$ cat config.mk
export PLATFORM = sky130hd
export DESIGN_NAME = hash_arbiter
export DESIGN_NICKNAME = d
export VERILOG_FILES = /design/src/rtl/hash_pkg.sv /design/src/rtl/rr_arbiter.sv /design/src/rtl/hash_arbiter.sv
export SDC_FILE = /design/constraint.sdc
export NUM_CORES = 1
export LEC_CHECK = 0
export ABC_AREA = 1
export BUFFER_PORTS_ARGS = -buffer_cell sky130_fd_sc_hd__buf_2
export CELL_PAD_IN_SITES_DETAIL_PLACEMENT = 1
export CELL_PAD_IN_SITES_GLOBAL_PLACEMENT = 2
export CORE_AREA = 3 3 234 236
export DETAILED_ROUTE_END_ITERATION = 10
export DIE_AREA = 0 0 237 239
export MAX_ROUTING_LAYER = met4
export PLACE_DENSITY_LB_ADDON = 0.15
export SETUP_SLACK_MARGIN = 0.4
export SYNTH_ARGS = -nofsm -noshare
export SYNTH_HDL_FRONTEND = slang
export SYNTH_SLANG_ARGS = --single-unit
export TNS_END_PERCENT = 10
$ cat constraint.sdc
create_clock -name CLK -period 2.5 [get_ports CLK]
set_clock_uncertainty 0.1 [all_clocks]
set_input_delay 0.375 -clock CLK [delete_from_list [all_inputs] [get_ports CLK]]
set_output_delay 0.375 -clock CLK [all_outputs]
set_load 0.02 [all_outputs]
$ cat src/rtl/hash_pkg.sv
// Shared widths, the result tag carried alongside the hash core, and the key length check.
package hash_pkg;

  localparam int HASH_KEY_W   = 96;
  localparam int HASH_LEN_W   = 8;
  localparam int HASH_OUT_W   = 32;
  localparam int HASH_MAX_LEN = 12;
  localparam int HASH_WORD_W  = HASH_KEY_W / 3;
  localparam int HASH_IDX_W   = 3;

  typedef struct packed {
    logic                  valid;
    logic [HASH_IDX_W-1:0] idx;
    logic                  err;
  } hash_tag_t;

  // lookup3 single-block keys must hold 1..12 bytes
  function automatic logic hash_len_err(input logic [HASH_LEN_W-1:0] len);
    return (len == '0) || (len > HASH_LEN_W'(HASH_MAX_LEN));
  endfunction

endpackage

$ cat src/rtl/rr_arbiter.sv
// Round-robin grant: search starts one past the last granted index; pointer moves only on advance.
module rr_arbiter #(
  parameter int unsigned NREQ = 4
) (
  input  logic                    CLK,
  input  logic                    RST,
  input  logic [NREQ-1:0]         req,
  input  logic                    advance,
  output logic [NREQ-1:0]         gnt,
  output logic [$clog2(NREQ)-1:0] gnt_idx
);

  localparam int unsigned IW = $clog2(NREQ);

  logic [IW-1:0] last;
  logic [IW-1:0] cand;
  logic          found;

  always_comb begin
    gnt     = '0;
    gnt_idx = '0;
    cand    = '0;
    found   = 1'b0;
    for (int unsigned off = 1; off <= NREQ; off++) begin
      cand = IW'((32'(last) + off) % NREQ);
      if (!found && req[cand]) begin
        found     = 1'b1;
        gnt[cand] = 1'b1;
        gnt_idx   = cand;
      end
    end
  end

  always_ff @(posedge CLK) begin
    if (RST) begin
      last <= IW'(NREQ - 1);
    end else if (advance) begin
      last <= gnt_idx;
    end
  end

endmodule

$ cat src/rtl/hash_arbiter.sv
// Shares one fixed-latency lookup3 core among NREQ requesters and routes each result back.
// Optional per-requester grant statistics: define HASH_ARB_STATS_EN.
module hash_arbiter
  import hash_pkg::*;
#(
  parameter int unsigned NREQ     = 4,
  parameter int unsigned HASH_LAT = 3
) (
  input  logic                       CLK,
  input  logic                       RST,
  input  logic                       enable,
  input  logic [NREQ-1:0]            req_valid,
  output logic [NREQ-1:0]            req_ready,
  input  logic [NREQ*HASH_LEN_W-1:0] req_key_length,
  input  logic [NREQ*HASH_KEY_W-1:0] req_k,
  output logic                       core_valid,
  output logic [HASH_LEN_W-1:0]      core_key_length,
  output logic [HASH_WORD_W-1:0]     core_k0,
  output logic [HASH_WORD_W-1:0]     core_k1,
  output logic [HASH_WORD_W-1:0]     core_k2,
  input  logic [HASH_OUT_W-1:0]      core_hashkey,
  output logic [NREQ-1:0]            res_valid,
  output logic [HASH_OUT_W-1:0]      res_hashkey,
  output logic                       res_err,
  output logic                       busy
`ifdef HASH_ARB_STATS_EN
  ,
  input  logic [2:0]                 stat_sel,
  output logic [15:0]                stat_count
`endif
);

  localparam int unsigned IW = $clog2(NREQ);

  logic [NREQ-1:0]       arb_req;
  logic [NREQ-1:0]       gnt;
  logic [IW-1:0]         gnt_idx;
  logic                  xfer;
  logic [HASH_LEN_W-1:0] sel_len;
  logic [HASH_KEY_W-1:0] sel_k;
  hash_tag_t             tag_q [HASH_LAT+1];
  hash_tag_t             ret;

  assign arb_req = req_valid & {NREQ{enable & ~RST}};

  rr_arbiter #(.NREQ(NREQ)) u_rr (
    .CLK     (CLK),
    .RST     (RST),
    .req     (arb_req),
    .advance (xfer),
    .gnt     (gnt),
    .gnt_idx (gnt_idx)
  );

  assign req_ready = gnt;
  assign xfer      = |gnt;
  assign sel_len   = req_key_length[gnt_idx*HASH_LEN_W +: HASH_LEN_W];
  assign sel_k     = req_k[gnt_idx*HASH_KEY_W +: HASH_KEY_W];

  always_ff @(posedge CLK) begin
    if (RST) begin
      core_key_length <= '0;
      core_k0         <= '0;
      core_k1         <= '0;
      core_k2         <= '0;
    end else if (xfer) begin
      core_key_length             <= sel_len;
      {core_k0, core_k1, core_k2} <= sel_k;
    end
  end

  // Stage 0 of the tag pipe doubles as core_valid; stage HASH_LAT lines up with core_hashkey.
  always_ff @(posedge CLK) begin
    if (RST) begin
      for (int unsigned s = 0; s <= HASH_LAT; s++) begin
        tag_q[s] <= '0;
      end
    end else begin
      tag_q[0] <= '{valid: xfer, idx: HASH_IDX_W'(gnt_idx), err: xfer & hash_len_err(sel_len)};
      for (int unsigned s = 1; s <= HASH_LAT; s++) begin
        tag_q[s] <= tag_q[s-1];
      end
    end
  end

  assign core_valid = tag_q[0].valid;
  assign ret        = tag_q[HASH_LAT];

  always_ff @(posedge CLK) begin
    if (RST) begin
      res_valid   <= '0;
      res_hashkey <= '0;
      res_err     <= 1'b0;
    end else begin
      for (int unsigned i = 0; i < NREQ; i++) begin
        res_valid[i] <= ret.valid && (ret.idx == HASH_IDX_W'(i));
      end
      if (ret.valid) begin
        res_hashkey <= core_hashkey;
        res_err     <= ret.err;
      end
    end
  end

  always_comb begin
    busy = xfer | (|res_valid);
    for (int unsigned s = 0; s <= HASH_LAT; s++) begin
      busy = busy | tag_q[s].valid;
    end
  end

`ifdef HASH_ARB_STATS_EN
  logic [15:0] grant_cnt [NREQ];
  logic [15:0] stat_mux;

  always_comb begin
    stat_mux = '0;
    for (int unsigned i = 0; i < NREQ; i++) begin
      if (stat_sel == 3'(i)) stat_mux = grant_cnt[i];
    end
  end

  always_ff @(posedge CLK) begin
    if (RST) begin
      for (int unsigned i = 0; i < NREQ; i++) begin
        grant_cnt[i] <= '0;
      end
      stat_count <= '0;
    end else begin
      for (int unsigned i = 0; i < NREQ; i++) begin
        if (gnt[i] && grant_cnt[i] != '1) grant_cnt[i] <= grant_cnt[i] + 16'd1;
      end
      stat_count <= stat_mux;
    end
  end
`endif

endmodule

# Yosys cells after proc, flatten, opt, wreduce, memory -nomap -nowiden
# Memory sizes are Yosys's and may differ from the RTL's.
# Cells that the tools add are included.
totals:
  mem_bits_ro: 0
  input_bits: 455
  mem_count: 1
  elab_cells: 97
  out_inout_bits: 147
  register_bits: 143
  mem_bits_rw: 20
  latch_bits: 0
classes:
  n_div: 0
  eq_ne: 3
  multipliers: 1
  bitwise_logic: 16
  n_mux: 34
  shifts: 2
  magnitude_cmp: 9
  add_sub_neg: 4
  n_reduce_logical: 19
memory_table:
  columns: ["memory", "depth", "word_bits", "read_ports", "rd_ports_with_merged_regs", "wr", "line", "rtl"]
  rows:
  - ["tag_q", 4, 5, 4, 0, 4, "hash_arbiter.sv:41", "hash_tag_t tag_q [HASH_LAT+1];"]
op_table:
  columns: ["op", "count"]
  rows:
  - ["$shiftx A384 B10 Y96", 1]
  - ["$shiftx A32 B6 Y8", 1]
  - ["$mux W5", 4]
  - ["$mux W4", 4]
  - ["$mux W1", 14]
  - ["$lt A2 B3 Y1 const B", 4]
  - ["$or A4 B4 Y4", 3]
  - ["$logic_and A1 B1 Y1", 11]
  - ["$or A1 B1 Y1", 9]
  - ["$bmux W1 S2", 4]
  - ["$demux W1 S2", 4]
  - ["$ge A2 B1 Y1 const B", 4]
  - ["$gt A8 B4 Y1 const B", 1]
  - ["$logic_not A8 Y1", 1]
  - ["$mux W2", 4]
  - ["$reduce_or A4 Y1", 2]
  - ["$eq A3 B2 Y1 const B", 2]
  - ["$add A2 B1 Y2 const B", 2]
  - ["$add A2 B2 Y2 const B", 2]
  - ["$and A4 B4 Y4", 1]
  - ["$mul A2 B2 Y4 const B", 1]
  - ["$eq A3 B1 Y1 const B", 1]
  - ["$logic_not A1 Y1", 3]
  - ["$logic_not A3 Y1", 1]
  - ["other kinds (3)", 4]

# Depth between registers and ports, before layout
logic_depth:
  word_depth: 21
  mapped_depth: 19
  mapped_depth_nobuf: 18

# By module
# A second synthesis with hierarchy kept.
hier_totals:
  hier_cells: 1358
  area_unflattened_um2: 9092.5
by_module_without_submodules:
  columns: ["module", "area_each_um2", "cells_per_inst", "seq_area_each_um2", "instances"]
  rows:
  - ["hash_arbiter", 8569.5, 1277, 3143.0, 1]
  - ["rr_arbiter", 523.0, 81, 40.0, 1]

# Least setup slack after synthesis
# No wires, ideal clock.
synth_path:
  path_kind: "register to output"
  from: "reg u_rr.last[0]"
  to: "out busy"
  path_buffers: 3
  path_stages_with_launch: 16
  required_ps: 2025
  path_slack_ps: -625
  arrival_ps: 2650
  cell_sequence: "dfxtp_1 > inv_1 > buf_2 > ha_1 > inv_1 > nand3_1 > nand2_2 > nor2_4 > nand3_1 > o21ai_1 > nor2_1 > nand2_1 > inv_2 > buf_4 > buf_2 > nand3_1"
synth_between:
  elab_chain_len: 19
  elab_cells_between_ends: 54
  classes_between: "4 x add/sub; 8 x order compare; 23 x mux; 8 x bitwise; 11 x reduce/logical"
synth_rtl:
  columns: ["element", "line", "rtl"]
  rows:
  - ["from (decl)", "rr_arbiter.sv:15", "logic [IW-1:0] last;"]
  - ["from (signal assigned)", "rr_arbiter.sv:36", "last <= IW'(NREQ - 1);"]
  - ["from (signal assigned)", "rr_arbiter.sv:38", "last <= gnt_idx;"]
  - ["branches (longest 12 deep; another with $lt A2 B3 Y1)", null, null]
  - ["$mux W4 (*)", "rr_arbiter.sv:26", "if (!found && req[cand]) begin"]
  - ["net req_ready[2]", "hash_arbiter.sv:13", "output logic [NREQ-1:0] req_ready,"]
  - ["$reduce_or A4 Y1 (*)", "hash_arbiter.sv:56", "assign xfer = |gnt;"]
  - ["$or A1 B1 Y1 (*)", "hash_arbiter.sv:106", "busy = xfer | (|res_valid);"]
  - ["$or A1 B1 Y1 (*) (4 in a row)", "hash_arbiter.sv:108", "busy = busy | tag_q[s].valid;"]
  - ["to (decl)", "hash_arbiter.sv:25", "output logic busy"]
# Mark *: on every way through the listed nets, which the timed path passes. The select of a mux whose other input is x is not followed.

# Worst setup path in the final report
layout_path:
  from: "reg u_rr.last[0]"
  to: "out busy"
layout_between:
  elab_chain_len: 19
  elab_cells_between_ends: 54
  classes_between: "4 x add/sub; 8 x order compare; 23 x mux; 8 x bitwise; 11 x reduce/logical"
layout_rtl:
  columns: ["element", "line"]
  rows:
  - ["branches (longest 12 deep; another with $lt A2 B3 Y1)", null]
  - ["$mux W4 (*)", "rr_arbiter.sv:26"]
  - ["$reduce_or A4 Y1 (*)", "hash_arbiter.sv:56"]
  - ["$or A1 B1 Y1 (*)", "hash_arbiter.sv:106"]
  - ["$or A1 B1 Y1 (*) (4 in a row)", "hash_arbiter.sv:108"]
# Every way passes the cells marked *. The select of a mux whose other input is x is not followed.

==> impl_metrics.toml <==
[outcome]
status = "finished, violations left"
violations = "negative setup slack"

[sta]
hold_viol_final = 0
slew_headroom = 0.406
setup_violations = 102
rsz0062_at_grt = "yes"
whs_ps = 47.4
timing.final.crit_share = 1.13
slew_violations = 0
max_freq_ghz = 0.353
worst_pin_slew_ps = 891
min_period_ps = 2840
fin_ws_ps = -336

[place]
dpl-instance-area_mm2 = 0.0134
gp_congestion = 0.842
port_buffers = 601
dp_hpwl_mm = 44.8

[worst_setup_path]
cp_max_fo = 5
path_delay_family = "buffers and inverters"
endpoint_kind = "output pin"
worstPathArrival_ps = 2360
path_common_cell = "nand2_4"
worstSetupPathType = "reg2out"
cp_cell_sequence = "inv_4 > ha_4 > inv_4 > nand3_4 > nand2_4 > buf_6 > nand2_4 > o21ai_4 > a21oi_4 > o21ai_4 > nor2_4 > nand2_4 > inv_8 > nand3_4 > buf_6"
worstPathRequired_ps = 2030
cp_num_buf_inv = 5
cp_slowest_cell = "dfxtp_4"
crit_path_max_incr_delay_ps = 360
cp-start-kind = "register"

[clock_tree]
cts_tree = "built"
clk_path_buf_depth = 2
clk_pin_slew_ps = 70
cts_sinks = 159
cts.root.buffer_cell = "clkbuf_16"
worstSkewPairLatency_ps = 490
cts_made_buffers = 17
h-tree-depth = 4

[layout]
areaGrowthSynthToFinish_pct = 72.0
finish.utilization = 0.291
drive_gt1_frac = 0.414
fin_area_mm2 = 0.0153
fin_nets = 2530
multi_input_area_mm2 = 0.00544
n_fill_cell = 6647
final_cell_mix = "596 x buf_2, 444 x nor2_1, 198 x o21ai_1"
seq_area_mm2 = 0.00319
final_common_cell = "buf_2"

[floorplan]
initial_core_util = 0.169
fp.coreArea_mm2 = 0.0527
ios = 602
die_area_mm2 = 0.0566
dieHeight_um = 239
rows = 84
die_w_um = 237

[synth]
syn_nets = 1864
syn_inst = 1401
ys_seq_area_frac = 0.357
netlist_area_mm2 = 0.00891
synth-async-reset-ratio = 0
synth-main-ff-cell = "dfxtp_1"
yosys.cell_types.count = 25
avgSynthCellArea_um2 = 6.36
synth_edf_count = 0
ys_ff_latch = 159
yosysWarnings = 0

[route]
remaining_drc_errors = 0
wirelength_mm = 60.5
dr.first_iter.drc_count = 375
wl_per_cell_um = 21.8
vias = 12500
viasPerCell = 4.49
firstDrtPassIters = 5
drtAntennaViolNets = 0

[run]
drv_cap = 0

[global_routing]
grt_antenna_before_repair = 16
grt_pass1_wl_mm = 85.9
grt_overflow = 0
grt_max_degree = 83
grt_usage = 0.209
grt_pass1_vias = 13300

[min_path]
hold_path.class = "in2reg"
==> cell type report <==
cell class	count	area share
tap	688	0.0561
antenna	14	0.00228
clock inverter	13	0.00685
clock buffer	19	0.0289
inverter	36	0.0107
timing repair buffer	768	0.333
sequential	159	0.208
multi-input combinational	1085	0.354
==> path summary, 6_finish.rpt <==
check | start | end | slack [ps] | cells past startpoint
setup / recovery | u_rr.last[0] | busy | -340 | 15
hold / removal | core_hashkey[31] | res_hashkey[31] | 50 | 3
setup reg to reg | u_rr.last[0] | tag_q[0][0] | -220 | 22
hold reg to reg | tag_q[0][2] | tag_q[1][2] | 300 | 2
==> cell usage after synthesis (8+ instances only) <==
master / count / area share
a21oi_1: 12 / 0.0067
buf_2: 49 / 0.028
buf_4: 17 / 0.014
clkbuf_1: 46 / 0.019
dfxtp_1: 159 / 0.36
ha_1: 8 / 0.011
inv_1: 31 / 0.013
nand2_1: 73 / 0.031
nand3_1: 64 / 0.036
nand4_1: 8 / 0.0056
nor2_1: 469 / 0.20
o21ai_0: 177 / 0.099
o21ai_1: 160 / 0.090
o22ai_1: 96 / 0.067
==> layer usage <==
metal | global-route usage | vias up | wire (um)
li1 | - | 6113 | -
met1 | 0.236 | 5955 | 25200
met2 | 0.366 | 372 | 30700
met3 | 0.0586 | 50 | 3640
met4 | 0.0530 | 0 | 1070
met5 | - | - | 0
==> per-stage QoR <==
stage | TNS, ps | setup WS, ps | instances
5_1_grt | -22810 | -462 | 2778
3_3_place_gp | -12140 | -156 | 2669
4_1_cts | -8920 | -391 | 2760
3_5_place_dp | -19100 | -219 | 2669
2_1_floorplan | -36.6 | -36.6 | 1401
6_report | -5950 | -336 | 2782
==> repair_timing <==
item                                    4_1_cts  5_1_grt
gates cloned                                 11        3
setup buffers                                19        5
resized for setup                            83      100
hold buffers                                 29        0
endpoints found under the setup margin      113      114
pin swaps                                    20       65
hold endpoints to repair                     29        0
==> flip-flops by register name, indices dropped and copies added, names as in the netlist <==
name             flops
core_k0             32
core_k1             32
core_k2             32
res_hashkey         32
tag_q               16
core_key_length      8
res_valid            4
u_rr.last            2
res_err              1
==> tightest hold or removal path: stages <==
cell and delay [ps]:
buf_2 110, nor2_1 50, nor2_1 80
==> cells by family (layout without fill, tap and decap cells) <==
family / Yosys count / count (layout) / synth area share
DFF: 159 / 159 / 0.357
and+or+nand+nor: 630 / 630 / 0.282
other: 0 / 14 / 0
adders and majority gates: 8 / 8 / 0.0112
buffers and inverters: 157 / 836 / 0.0845
AOI/OAI and AO/OA: 447 / 447 / 0.265
Power is left out: the tool's default activity adds up to more than one toggle a clock period on the data nets, which glitch-free logic cannot reach.
